==> config.mk <==
export PLATFORM = sky130hd
export DESIGN_NAME = vram_arbiter
export DESIGN_NICKNAME = d
export VERILOG_FILES = /design/src/rtl/vram_arbiter.sv
export SDC_FILE = /design/constraint.sdc
export NUM_CORES = 1
export LEC_CHECK = 0
export ABC_AREA = 1
export BUFFER_PORTS_ARGS = -buffer_cell sky130_fd_sc_hd__buf_4
export CAP_MARGIN = 10
export CORE_UTILIZATION = 41
export CTS_CLUSTER_DIAMETER = 60
export DETAILED_ROUTE_END_ITERATION = 10
export GPL_ROUTABILITY_DRIVEN = 0
export PLACE_DENSITY = 0.64
export SYNTH_ARGS = -nofsm -noshare
export SYNTH_HDL_FRONTEND = slang
export SYNTH_SLANG_ARGS = --single-unit
==> constraint.sdc <==
create_clock -name clk -period 3.2 [get_ports clk]
set_clock_uncertainty 0.1 [all_clocks]
set_input_delay 0.48 -clock clk [delete_from_list [all_inputs] [get_ports clk]]
set_output_delay 0.48 -clock clk [all_outputs]
set_load 0.01 [all_outputs]
==> src/rtl/vram_arbiter.sv <==
// rtl/vram_arbiter.sv - framebuffer RAM arbiter: VGA reads first, CPU stores buffered and drained
module vram_arbiter #(
  parameter logic [31:0] FB_BASE      = 32'h0000_1000,
  parameter int          FB_WORDS     = 4096,
  parameter int          FIFO_DEPTH   = 4,
  parameter int          STARVE_LIMIT = 8,
  localparam int         AW           = $clog2(FB_WORDS)
) (
  input  logic          clk,
  input  logic          reset,
  input  logic          cpu_we,
  input  logic [31:0]   cpu_addr,
  input  logic [31:0]   cpu_wdata,
  output logic          cpu_stall,
  input  logic          vga_req,
  input  logic [AW-1:0] vga_addr,
  output logic          vga_valid,
  output logic          vga_miss,
  output logic [11:0]   vga_rdata,
  output logic          ram_en,
  output logic          ram_we,
  output logic [AW-1:0] ram_addr,
  output logic [11:0]   ram_wdata,
  input  logic [11:0]   ram_rdata
);

  localparam int PW = (FIFO_DEPTH > 1) ? $clog2(FIFO_DEPTH) : 1;
  localparam int CW = $clog2(FIFO_DEPTH + 1);
  localparam int SW = $clog2(STARVE_LIMIT + 1);
  localparam logic [32:0] FB_END = {1'b0, FB_BASE} + 33'(FB_WORDS) * 33'd4;

  logic [AW+11:0] fifo_mem [FIFO_DEPTH];
  logic [AW+11:0] head;
  logic [PW-1:0]  wr_ptr;
  logic [PW-1:0]  rd_ptr;
  logic [CW-1:0]  count;
  logic [SW-1:0]  starve_cnt;
  logic [31:0]    cpu_off;
  logic           win_hit;
  logic           fifo_empty;
  logic           fifo_full;
  logic           push;
  logic           pop;
  logic           force_wr;
  logic           vga_grant;
  logic           unused_bits;

  assign vga_rdata   = ram_rdata;
  assign head        = fifo_mem[rd_ptr];
  assign unused_bits = ^{cpu_wdata[31:12], cpu_off[31:AW+2], cpu_off[1:0]};

  always_comb begin
    cpu_off    = cpu_addr - FB_BASE;
    win_hit    = cpu_we && ({1'b0, cpu_addr} >= {1'b0, FB_BASE}) && ({1'b0, cpu_addr} < FB_END);
    fifo_empty = (count == '0);
    fifo_full  = (count == CW'(FIFO_DEPTH));
    cpu_stall  = win_hit && fifo_full;
    push       = win_hit && !fifo_full;
    // The count is cleared asynchronously, so only the VGA grant needs explicit reset gating.
    force_wr   = (starve_cnt == SW'(STARVE_LIMIT)) && !fifo_empty;
    vga_grant  = reset && vga_req && !force_wr;
    pop        = force_wr || (!vga_req && !fifo_empty);
    ram_en     = vga_grant || pop;
    ram_we     = pop;
    ram_addr   = '0;
    ram_wdata  = '0;
    if (pop) begin
      ram_addr  = head[AW+11:12];
      ram_wdata = head[11:0];
    end else if (vga_grant) begin
      ram_addr = vga_addr;
    end
  end

  always_ff @(posedge clk) begin
    if (push) fifo_mem[wr_ptr] <= {cpu_off[AW+1:2], cpu_wdata[11:0]};
  end

  always_ff @(posedge clk or negedge reset) begin
    if (!reset) begin
      wr_ptr     <= '0;
      rd_ptr     <= '0;
      count      <= '0;
      starve_cnt <= '0;
      vga_valid  <= 1'b0;
      vga_miss   <= 1'b0;
    end else begin
      if (push) wr_ptr <= wr_ptr + PW'(1);
      if (pop)  rd_ptr <= rd_ptr + PW'(1);
      case ({push, pop})
        2'b10:   count <= count + CW'(1);
        2'b01:   count <= count - CW'(1);
        default: count <= count;
      endcase
      // Counts only cycles where the CPU is blocked because VGA owns the RAM.
      if (cpu_stall && vga_req && !force_wr) begin
        if (starve_cnt != SW'(STARVE_LIMIT)) starve_cnt <= starve_cnt + SW'(1);
      end else begin
        starve_cnt <= '0;
      end
      vga_valid <= vga_grant;
      vga_miss  <= vga_req && force_wr;
    end
  end

endmodule

Word-level counts from Yosys, hierarchy flattened --
Memory sizes are Yosys's and may differ from the RTL's. Index checks and enable logic that the tools add are counted.
Storage, ports and cells: register bits after elaboration 13, bits in writable memories 96, bits of input ports 92, output and inout port bits 41, word-level logic and storage cells 48, memories kept 1
Cells by class: add/sub/neg operators 6, magnitude comparators 2, equality and inequality tests 6, multiplexer cells 8, reductions and logical operators 19
Memory list:
- fifo_mem | depth 4, width 24, rd ports 1, clocked after Yosys merged registers in 0, write ports 1, RTL line 32 | logic [AW+11:0] fifo_mem [FIFO_DEPTH];
Operators by type and width (count):
- 12-bit 2-to-1 mux | 3
- 32-bit by 13-bit >= comparator with 1-bit output, second input constant | 1
- 32-bit by 15-bit < comparator with 1-bit output, second input constant | 1
- 14-bit by 13-bit subtractor with 14-bit output, second input constant | 1
- 1-bit logical AND | 11
- 4-bit 2-to-1 mux | 2
- 3-bit one-hot mux with 2 select lines | 1
- 2-bit by 1-bit adder with 2-bit output, second input constant | 2
- 4-bit by 1-bit adder with 4-bit output, second input constant | 1
- 4-bit == test, second input constant | 1
- 1-bit logical NOT | 4
- 4-bit != test, second input constant | 1
- 3-bit by 1-bit adder with 3-bit output, second input constant | 1
- 3-bit == test, second input constant | 1
- 3-bit logical NOT | 1
- 3-bit by 1-bit subtractor with 3-bit output, second input constant | 1
- 2-bit by 1-bit == test with 1-bit output, second input constant | 1
- 2-bit == test, second input constant | 1
- 1-bit logical OR | 2
- 1-bit 2-to-1 mux | 2
- 2-bit by 1-bit != test with 1-bit output, second input constant | 1
- 2-bit nonzero test | 1

Depth between registers and ports, before layout --
Gate-level depths: netlist of run 1.
depth in word-level cells 7, gate-level depth with buffers 13, gate-level depth less buffers 13

Worst setup path after synthesis of run 1 --
Ideal clock, no wire load.
path kind input -> register, start in cpu_addr[12], end mem fifo_mem[0][0] in the netlist's numbering, enable pin, library setup time 405 ps, arrival time 2272 ps, data required time 2695 ps, setup slack 424 ps, stages 8, path buffers 0, cell sequence inv_1 > ha_1 > inv_1 > nand2_1 > nand4_1 > nor2_4 > nand3_4 > nor2_1
Between the ends: longest elaborated chain between the ends 6, elaborated cells between the ends (all ways) 7, those cells by class 2 x order compare; 2 x mux; 3 x reduce/logical
RTL lines:
- start: declaration | RTL line 12 | input logic [31:0] cpu_addr,
- 32-bit by 13-bit >= comparator with 1-bit output | RTL line 54 | win_hit = cpu_we && ({1'b0, cpu_addr} >= {1'b0, FB_BASE}) && ({1'b0, cpu_addr} < FB_END);
- 1-bit logical AND | RTL line 54
- 1-bit logical AND * | RTL line 54
- 1-bit logical AND * | RTL line 58 | push = win_hit && !fifo_full;
- 1-bit 2-to-1 mux * | RTL line 76 | if (push) fifo_mem[wr_ptr] <= {cpu_off[AW+1:2], cpu_wdata[11:0]};
- 1-bit 2-to-1 mux (implied by the code) * | RTL line 76
- end: declaration | RTL line 32
Every way passes the cells marked *; elsewhere a longest branch is shown, timed or not.

Worst setup path after layout of run 1 --
start reg starve_cnt[0], end out ram_addr[10]
Between the ends: longest elaborated chain between the ends 6, elaborated cells between the ends (all ways) 7, those cells by class 1 x eq/ne; 2 x mux; 4 x reduce/logical
RTL lines:
- start: declaration | RTL line 37 | logic [SW-1:0] starve_cnt;
- start signal: assignment | RTL line 97 | if (starve_cnt != SW'(STARVE_LIMIT)) starve_cnt <= starve_cnt + SW'(1);
- 4-bit == test * | RTL line 60 | force_wr = (starve_cnt == SW'(STARVE_LIMIT)) && !fifo_empty;
- 1-bit logical AND * | RTL line 60
- 1-bit logical NOT | RTL line 61 | vga_grant = reset && vga_req && !force_wr;
- 1-bit logical AND | RTL line 61
- 12-bit 2-to-1 mux | RTL line 70 | end else if (vga_grant) begin
- 12-bit 2-to-1 mux * | RTL line 67 | if (pop) begin
- end: declaration | RTL line 22 | output logic [AW-1:0] ram_addr,
Marks and branches as above.

==> summary.txt, run 1 <==
Outcome
  – Run status: finished with violations
  – Failing checks: DRC

Cells and area
  – Layout cells sized above 1: 26.3%
  – Antenna Cells: 0
  – Final net count: 614
  – Synth-to-Final Area Change: 21.1%

Drt
  – Total wire length: 10.1 mm
  – DR vias: 3360
  – 1st-pass router iterations: 7
  – Post-DRT Antenna Nets: 0
  – Drt wl/cell: 15.3 µm
  – Initial drt markers: 215
  – Drt drc: 26
  – Vias per inst: 5.09

Pwr
  – Leakage: 2.37 nW
  – VDD IR-drop max: 0.384 mV
  – Power Dens Cells: 679 nW/µm²
  – Total power: 4.01 mW

Global routing
  – Congestion Overflow GR: 0
  – Vias in the first global route: 3300
  – Gr usage total: 17.2%
  – First-pass GRT wire length: 16.5 mm
  – Largest net degree at the start of global routing: 51
  – Initial antenna violation count: 0

Placed design
  – Post-Place Setup Slack: 0.508 ns
  – Final HPWL DP: 6.65 mm
  – PortBufs: 88

Die
  – IO Pins: 133
  – Initial Utilization: 42.3%
  – DIE AREA: 12300 µm²
  – Row count: 39
  – Die Y: 111 µm
  – Die X: 111 µm
  – Area of the core: 11500 µm²

STA
  – Final Hold Viols: 0
  – Final worst slack: 0.523 ns
  – Final setup vio count: 0
  – Achievable Freq: 0.374 GHz
  – Fin crit share: 83.7%
  – Fin. max-slew vios: 0
  – RSZ-0062 raised after global routing: no
  – Slew of the pin with the lowest slew margin: 0.787 ns
  – Minimum clock period: 2.68 ns
  – Setup TNS: 0 ns
  – Relative slew margins: 47.5%

Clock tree
  – Largest buffer count on any clock path: 2
  – CTS tree: yes
  – Buffer count from post-CTS setup fixing: 0
  – Worst-path clk slew: 0.08 ns
  – Htree depth: 3
  – CTS Buf Count: 9
  – Clk root buf: clkbuf_16
  – Clk Latency, worst-skew pair: 0.34 ns
  – # clock sinks: 109

Synthesis
  – Mapped cell area: 4870 µm²
  – Largest cells by area after synthesis: edfxtp_1 (59%), dfrtp_1 (6.7%), nor2_1 (5.7%)
  – Count of cell types in the netlist: 31
  – Asr flop ratio synth: 11.9%
  – Commonest register cell after synthesis: edfxtp_1
  – Area share of the largest cell type after synthesis: 59.2%
  – Syn Nets: 532
  – YS warnings: 0
  – #FFs+latches synth: 109
  – Syn Area/Cell: 11.3 µm²
  – Synth cell count leaders: edfxtp_1 (96), nor2_1 (74), nand2_1 (67), o21ai_0 (51), inv_1 (31)
  – Top-count cell post-synth: edfxtp_1
  – EDFF count, synth: 96
  – Post-Syn Instances: 430
  – Sequential share of the synthesized area: 65.8%
  – Post-synth top area cell: edfxtp_1

Setup path
  – Critical Path Start Type: flip-flop
  – Worst setup path class: reg2out
  – Arrival time at the worst endpoint: 2.10 ns
  – CP max stage cell: dfrtp_1
  – Crit path launch: starve_cnt[0]
  – Worst r2r src: starve_cnt[0]
  – Worst path max stage delay: 0.42 ns
  – Crit-path cells: inv_1, ha_1, nand2_1, nor2_4, nand2_4, nand2_4, buf_4, nand2_1, nand2_1, buf_4
  – Critical Path RT: 2.62 ns
  – Reg2Reg Depth: 12
  – R2R Path End: count[2]
  – Critical path fanouts, max: 18
  – Register-to-register setup slack: 0.81 ns
  – Most frequent CP cell: nand2_1
  – CP endpoint: ram_addr[10]
  – Endpoint class of the critical path: primary output

Job
  – Max cap viols: 0

Worst hold path
  – Worst hold-check path type: in2reg
[state kept, by name, indices dropped and copies added, names as in the netlist]
signal and count:
wr_ptr 2, rd_ptr 2, count 3, starve_cnt 4, vga_miss 1, fifo_mem 96
vga_valid 1
[how the worst min path moves through the flow]
stage                       startpoint              to  cells past startpoint
after global placement           reset       vga_valid                      1
after global routing      cpu_wdata[4]  fifo_mem[2][4]                      1
after floorplan                  reset        count[0]                      0
after CTS                 cpu_wdata[8]  fifo_mem[3][8]                      1
after detailed placement         reset       vga_valid                      1
final                     cpu_wdata[4]  fifo_mem[2][4]                      1
[layout make-up]
type	count	area (µm²)
fill	1063	5610
sequential	109	3210
multi-input combinational	255	1330
timing repair buffer	101	761
clock buffer	11	243
tap	143	179
inverter	36	136
clock inverter	5	45.0
[layer usage]
layer / part of all wire (%) / GRT usage, %
met1: 44 / 22.0
met4: 1.2 / 5.59
met2: 49 / 29.7
met3: 6.1 / 3.23
met5: 0 / 0
[worst max-delay path, delay by kind of cell, from the launching register on]
kind | cells | cell delay, ns
and+or+nand+nor | 6 | 0.72
buffers and inverters | 3 | 0.47
DFF | 1 | 0.42
adders and majority gates | 1 | 0.14
[power breakdown]
| part | switching, mW | internal, mW | total (mW) |
|---|---|---|---|
| logic | 0.814 | 0.518 | 1.33 |
| clock network | 0.506 | 0.561 | 1.07 |
| registers | 0.0247 | 1.58 | 1.61 |
[logic make-up (layout without fill, tap and decap cells)]
group	after synthesis	count (layout)	share of synthesized area, %
flip-flops	109	109	65.8
AND/OR/NAND/NOR	162	162	14.5
adder cells (fa/ha/maj)	10	10	2.72
AO/OA/AOI/OAI	77	77	8.75
XOR/XNOR	6	6	1.08
buffers and inverters	66	153	7.09
[through the flow]
step | utilization (%) | instance area, µm² | hold slack (ns) | instances
after floorplan | - | 4870 | 0.0844 | 430
after global placement | 48.7 | 5600 | 0.241 | 643
after detailed placement | 48.7 | 5600 | 0.249 | 643
after CTS | 51.2 | 5900 | 0.223 | 660
after global routing | 51.2 | 5900 | 0.220 | 660
final | 51.2 | 5900 | 0.229 | 660
[cell usage in the layout, fill, tap and decap left out, types with 4 or more instances in the layout]
master / count
xor2_1: 5
inv_1: 31
o21ai_0: 51
buf_4: 100
dfrtp_1: 13
inv_2: 4
nor2_2: 4
o22ai_1: 24
ha_1: 9
nor2_1: 70
nand2_1: 67
clkbuf_16: 9
edfxtp_1: 96
[timing repair]
action | in CTS | in global routing
hold endpoints to repair | 13 | 0
hold buffers | 1 | 0
resized for setup | 0 | 0
(Power assumes the default switching activity.)
==> inputs of run 2 (changes only) <==
Clock period 3.2 ns to 2.48 ns, I/O delays scaled along.
==> summary.txt, run 2 (synthesis gave the netlist of run 1 again) <==
Drt
  – 1st-pass router iterations: 8
  – Vias per inst: 4.87
  – Post-DRT Antenna Nets: 0
  – DR vias: 3260
  – Initial drt markers: 180
  – Total wire length: 9.85 mm
  – Drt drc: 26
  – Drt wl/cell: 14.7 µm

Setup path
  – Critical path fanouts, max: 15
  – Critical Path RT: 2.01 ns
  – R2R Path End: count[2]
  – Endpoint class of the critical path: primary output
  – Worst path max stage delay: 0.42 ns
  – Arrival time at the worst endpoint: 1.87 ns
  – Crit path max-delay family: simple AND/OR/NAND/NOR gates
  – Crit-path cells: inv_1, ha_1, nand2_1, nor2_4, nand2_4, nand2_4, buf_12, nand2_1, inv_1, buf_4
  – CP max stage cell: dfrtp_1
  – Register-to-register setup slack: 0.17 ns
  – Worst setup path class: reg2out
  – Reg2Reg Depth: 12
  – Worst r2r src: starve_cnt[0]
  – Critical Path Start Type: flip-flop
  – Buf+Inv Stages, Crit Path: 4

Placed design
  – PortBufs: 88
  – Final HPWL DP: 6.52 mm
  – Post-Place Setup Slack: 0.0316 ns

Worst hold path
  – Hold depth: 1
  – Worst hold-check path type: in2reg
  – Hold worst-path end: fifo_mem[3][8]
  – Worst Hold Launch: cpu_wdata[8]

Die
  – Row count: 39
  – Die Y: 111 µm
  – IO Pins: 133
  – DIE AREA: 12300 µm²
  – Die X: 111 µm
  – Initial Utilization: 42.3%
  – Area of the core: 11500 µm²

Job
  – Max cap viols: 0

Cells and area
  – Layout cells sized above 1: 27.5%
  – Filler Cells Inserted: 1006
  – Final net count: 624
  – Antenna Cells: 0
  – Max reg flops: 96
  – Largest regs: fifo_mem: 96 flops, starve_cnt: 4 flops, count: 3 flops
  – Synth-to-Final Area Change: 23.2%
  – Most frequent cells in the layout: buf_4 (107), edfxtp_1 (96), nor2_1 (70)
  – Most common cell after layout, fill and taps aside: buf_4
  – Utilization after layout: 52.1%
  – Most flops, register: fifo_mem

Global routing
  – Congestion Overflow GR: 0
  – Gr usage total: 16.5%
  – Largest net degree at the start of global routing: 49
  – Initial antenna violation count: 0
  – First-pass GRT wire length: 15.5 mm
  – Vias in the first global route: 3184

Pwr
  – Leakage: 2.43 nW
  – Power Dens Cells: 871 nW/µm²
  – VDD IR-drop max: 0.330 mV
  – Comb power frac: 34.3%
  – Clock power frac: 25.5%
  – Flop pwr share: 40.2%
  – Int Pwr: 3.51 mW
  – Switch Pwr: 1.71 mW
  – Sw frac: 32.8%

STA
  – Slew of the pin with the lowest slew margin: 0.332 ns
  – Achievable Freq: 0.426 GHz
  – Fin. max-slew vios: 0
  – Final Hold Viols: 0
  – Final setup vio count: 0
  – Final worst slack: 0.133 ns
  – Fin crit share: 94.6%
  – Minimum clock period: 2.35 ns
  – Relative slew margins: 77.9%

Outcome
  – Failing checks: DRC
  – Run status: finished with violations

Clock tree
  – CTS tree: yes
  – Clk Latency, worst-skew pair: 0.34 ns
  – Htree depth: 3
  – Worst-path clk slew: 0.07 ns
  – CTS Buf Count: 9
  – Largest buffer count on any clock path: 2
  – # clock sinks: 109
  – Clk root buf: clkbuf_16
## run 2: worst register-to-register path, delay by kind of cell (launching register included)
kind	cells	cell delay (ns)
DFF	1	0.42
and+or+nand+nor	4	0.46
AOI/OAI and AO/OA	2	0.26
adders and majority gates	3	0.67
xor gates and xnor gates	1	0.15
buffers and inverters	2	0.14
## run 2: final cells by class
type | count | area (µm²) | area share (%)
flip-flops and latches | 109 | 3210 | 53.4
multi-input cells | 255 | 1330 | 22.2
repair buffers | 111 | 868 | 14.5
clock buffers | 12 | 246 | 4.11
well taps | 143 | 179 | 2.98
inverters | 36 | 139 | 2.31
clock inverters | 4 | 32.5 | 0.542
## run 2: worst max path at each step
stage	to	slack, ns	depth (start not counted)	startpoint
floorplan	fifo_mem[2][0]	-0.19	8	cpu_addr[12]
CTS	ram_wdata[11]	0.03	10	starve_cnt[0]
global route	ram_addr[10]	-0.008	10	starve_cnt[0]
global placement	count[2]	0.1	13	cpu_addr[12]
detailed placement	count[2]	0.03	13	cpu_addr[13]
finish	ram_wdata[11]	0.13	10	starve_cnt[0]
## run 2: layer usage
| layer | part of all wire, % | global-route usage, % | routed length, µm |
|---|---|---|---|
| met1 | 43 | 20.5 | 4250 |
| met2 | 50 | 28.1 | 4900 |
| met3 | 5.7 | 3.39 | 564 |
| met4 | 1.3 | 6.67 | 130 |
| met5 | 0 | 0 | 0 |
## run 2: power by group through the flow
stage               logic [mW]  registers [mW]  clock network, mW
floorplan                 1.18            2.11                  0
global route              2.00            2.10               1.42
finish                    1.79            2.10               1.34
detailed placement        1.79            2.14                  0
global placement          1.75            2.14                  0
CTS                       1.80            2.10               1.35
## run 2: per-stage QoR
step	area (µm²)	setup TNS [ns]	std cells	total power [mW]	hold WS [ns]
final	6000	0	670	5.23	0.122
after detailed placement	5680	0	652	3.93	0.139
after global routing	6000	-0.00785	670	5.52	0.116
after CTS	5970	0	669	5.25	0.117
after global placement	5680	0	652	3.89	0.135
after floorplan	4870	-18.08	430	3.29	-0.0236
## run 2: timing repair
item                                    4_1_cts  5_1_grt
buffers inserted                              0        1
resized for setup                             0        6
hold buffers                                  1        0
endpoints found under the setup margin        0       24
hold endpoints to repair                     13        0
==> inputs of run 3 (changes only) <==
Settings changed: CTS_CLUSTER_DIAMETER 60 to 150, PLACE_DENSITY 0.64 to 0.71.
==> summary.txt, run 3 (synthesis gave the netlist of run 1 again) <==
STA
  – Relative slew margins: 70.3%
  – Slew of the pin with the lowest slew margin: 0.446 ns
  – Final Hold Viols: 0
  – Fin crit share: 96.6%
  – Final worst slack: 0.0843 ns
  – Fin. max-slew vios: 0
  – Final setup vio count: 0
  – Minimum clock period: 2.40 ns
  – Achievable Freq: 0.417 GHz
  – Setup TNS: 0 ns

Clock tree
  – Largest buffer count on any clock path: 2
  – Clk root buf: clkbuf_16
  – Htree depth: 3
  – Clk Latency, worst-skew pair: 0.34 ns
  – CTS Buf Count: 9
  – # clock sinks: 109
  – Worst-path clk slew: 0.08 ns
  – CTS tree: yes

Cells and area
  – Max reg flops: 96
  – Utilization after layout: 52.5%
  – Layout cells sized above 1: 27.9%
  – Synth-to-Final Area Change: 24.1%
  – Most frequent cells in the layout: buf_4 (105), edfxtp_1 (96), nor2_1 (70)
  – Filler Cells Inserted: 1002
  – Most common cell after layout, fill and taps aside: buf_4
  – Most flops, register: fifo_mem
  – Final net count: 624
  – Largest regs: fifo_mem: 96 flops, starve_cnt: 4 flops, count: 3 flops
  – Antenna Cells: 0
  – Post-route cell area: 6050 µm²

Placed design
  – Final HPWL DP: 6.57 mm
  – Placed Area: 5680 µm²
  – Post-Place Setup Slack: 0.0440 ns
  – PortBufs: 88

Global routing
  – Vias in the first global route: 3361
  – Congestion Overflow GR: 0
  – Largest net degree at the start of global routing: 31
  – First-pass GRT wire length: 16.2 mm
  – Initial antenna violation count: 0
  – Gr usage total: 16.9%

Worst hold path
  – Worst hold-check path type: in2reg

Setup path
  – Endpoint class of the critical path: primary output
  – Most frequent CP cell: nand2_1
  – Crit path max-delay family: simple AND/OR/NAND/NOR gates
  – CP max stage cell: dfrtp_1
  – Crit-path cells: inv_1, ha_1, nand2_1, nor2_4, nand2_4, nand2_8, clkbuf_16, nand2_1, nand2_1, buf_4
  – Worst setup path class: reg2out
  – Worst path max stage delay: 0.40 ns
  – Arrival time at the worst endpoint: 1.92 ns
  – Buf+Inv Stages, Crit Path: 3
  – Critical path fanouts, max: 10
  – Critical Path RT: 2.01 ns
  – Critical Path Start Type: flip-flop

Drt
  – Drt wl/cell: 15.2 µm
  – Total wire length: 10.2 mm
  – Initial drt markers: 245
  – DR vias: 3335
  – Post-DRT Antenna Nets: 0
  – Drt drc: 24
  – Vias per inst: 4.98
  – 1st-pass router iterations: 8

Die
  – IO Pins: 133
  – Die Y: 111 µm
  – Row count: 39
  – Die X: 111 µm
  – DIE AREA: 12300 µm²
  – Initial Utilization: 42.3%
  – Area of the core: 11500 µm²

Job
  – Max cap viols: 0

Pwr
  – Total power: 5.25 mW
  – Leakage: 2.44 nW
  – VDD IR-drop max: 0.419 mV
  – Power Dens Cells: 867 nW/µm²

Outcome
  – Failing checks: DRC
  – Run status: finished with violations
-- run 3: cell type report --
class                   count  area [µm²]  area share, %
clock inverters             7        56.3          0.931
well taps                 143         179           2.96
clock buffers               9         225           3.72
multi-input cells         255        1340           22.1
repair buffers            111         903           14.9
inverters                  36         139           2.30
flip-flops and latches    109        3210           53.0
-- run 3: worst reg2reg max path: cells and delay by family, from the launching register on --
kind	cells	cell delay, ns
buffers and inverters	2	0.15
XOR/XNOR	1	0.14
AO/OA/AOI/OAI	2	0.24
AND/OR/NAND/NOR	4	0.51
flip-flops	1	0.40
adder cells (fa/ha/maj)	3	0.68
-- run 3: what timing repair did --
action | CTS | global route
hold buffers | 1 | 0
endpoints found under the setup margin | 17 | 18
setup buffers | 0 | 4
pin swaps | 0 | 2
gates resized for setup | 2 | 5
cloned | 0 | 1
endpoints found under the hold margin | 13 | 0
-- run 3: worst paths after layout --
check | end | start | slack (ns) | depth (start not counted)
max reg2reg | count[2] | starve_cnt[1] | 0.15 | 12
max in group asynchronous | rd_ptr[1] | reset | 1.77 | 2
min in group asynchronous | wr_ptr[1] | reset | 0.33 | 2
max | ram_addr[1] | starve_cnt[1] | 0.08 | 10
min reg2reg | count[1] | count[1] | 0.43 | 2
min | fifo_mem[0][9] | cpu_wdata[9] | 0.12 | 1
-- run 3: through the flow --
stage | hold slack, ns | std cells
final | 0.123 | 670
after global routing | 0.110 | 670
after global placement | 0.136 | 648
after detailed placement | 0.138 | 648
after floorplan | -0.0236 | 430
after CTS | 0.116 | 665
-- run 3: power breakdown --
group	internal (mW)	switching, mW	total (mW)
clock	0.694	0.648	1.34
combinational	0.754	1.08	1.83
sequential	2.04	0.0342	2.07
total	3.49	1.76	5.25
-- run 3: metal layers --
layer	vias up	global-route usage (%)	wire length [µm]
met3	12	3.99	676
met4	0	5.86	130
met2	123	29.4	5010
met5	-	0	0
li1	1636	-	-
met1	1564	20.5	4340
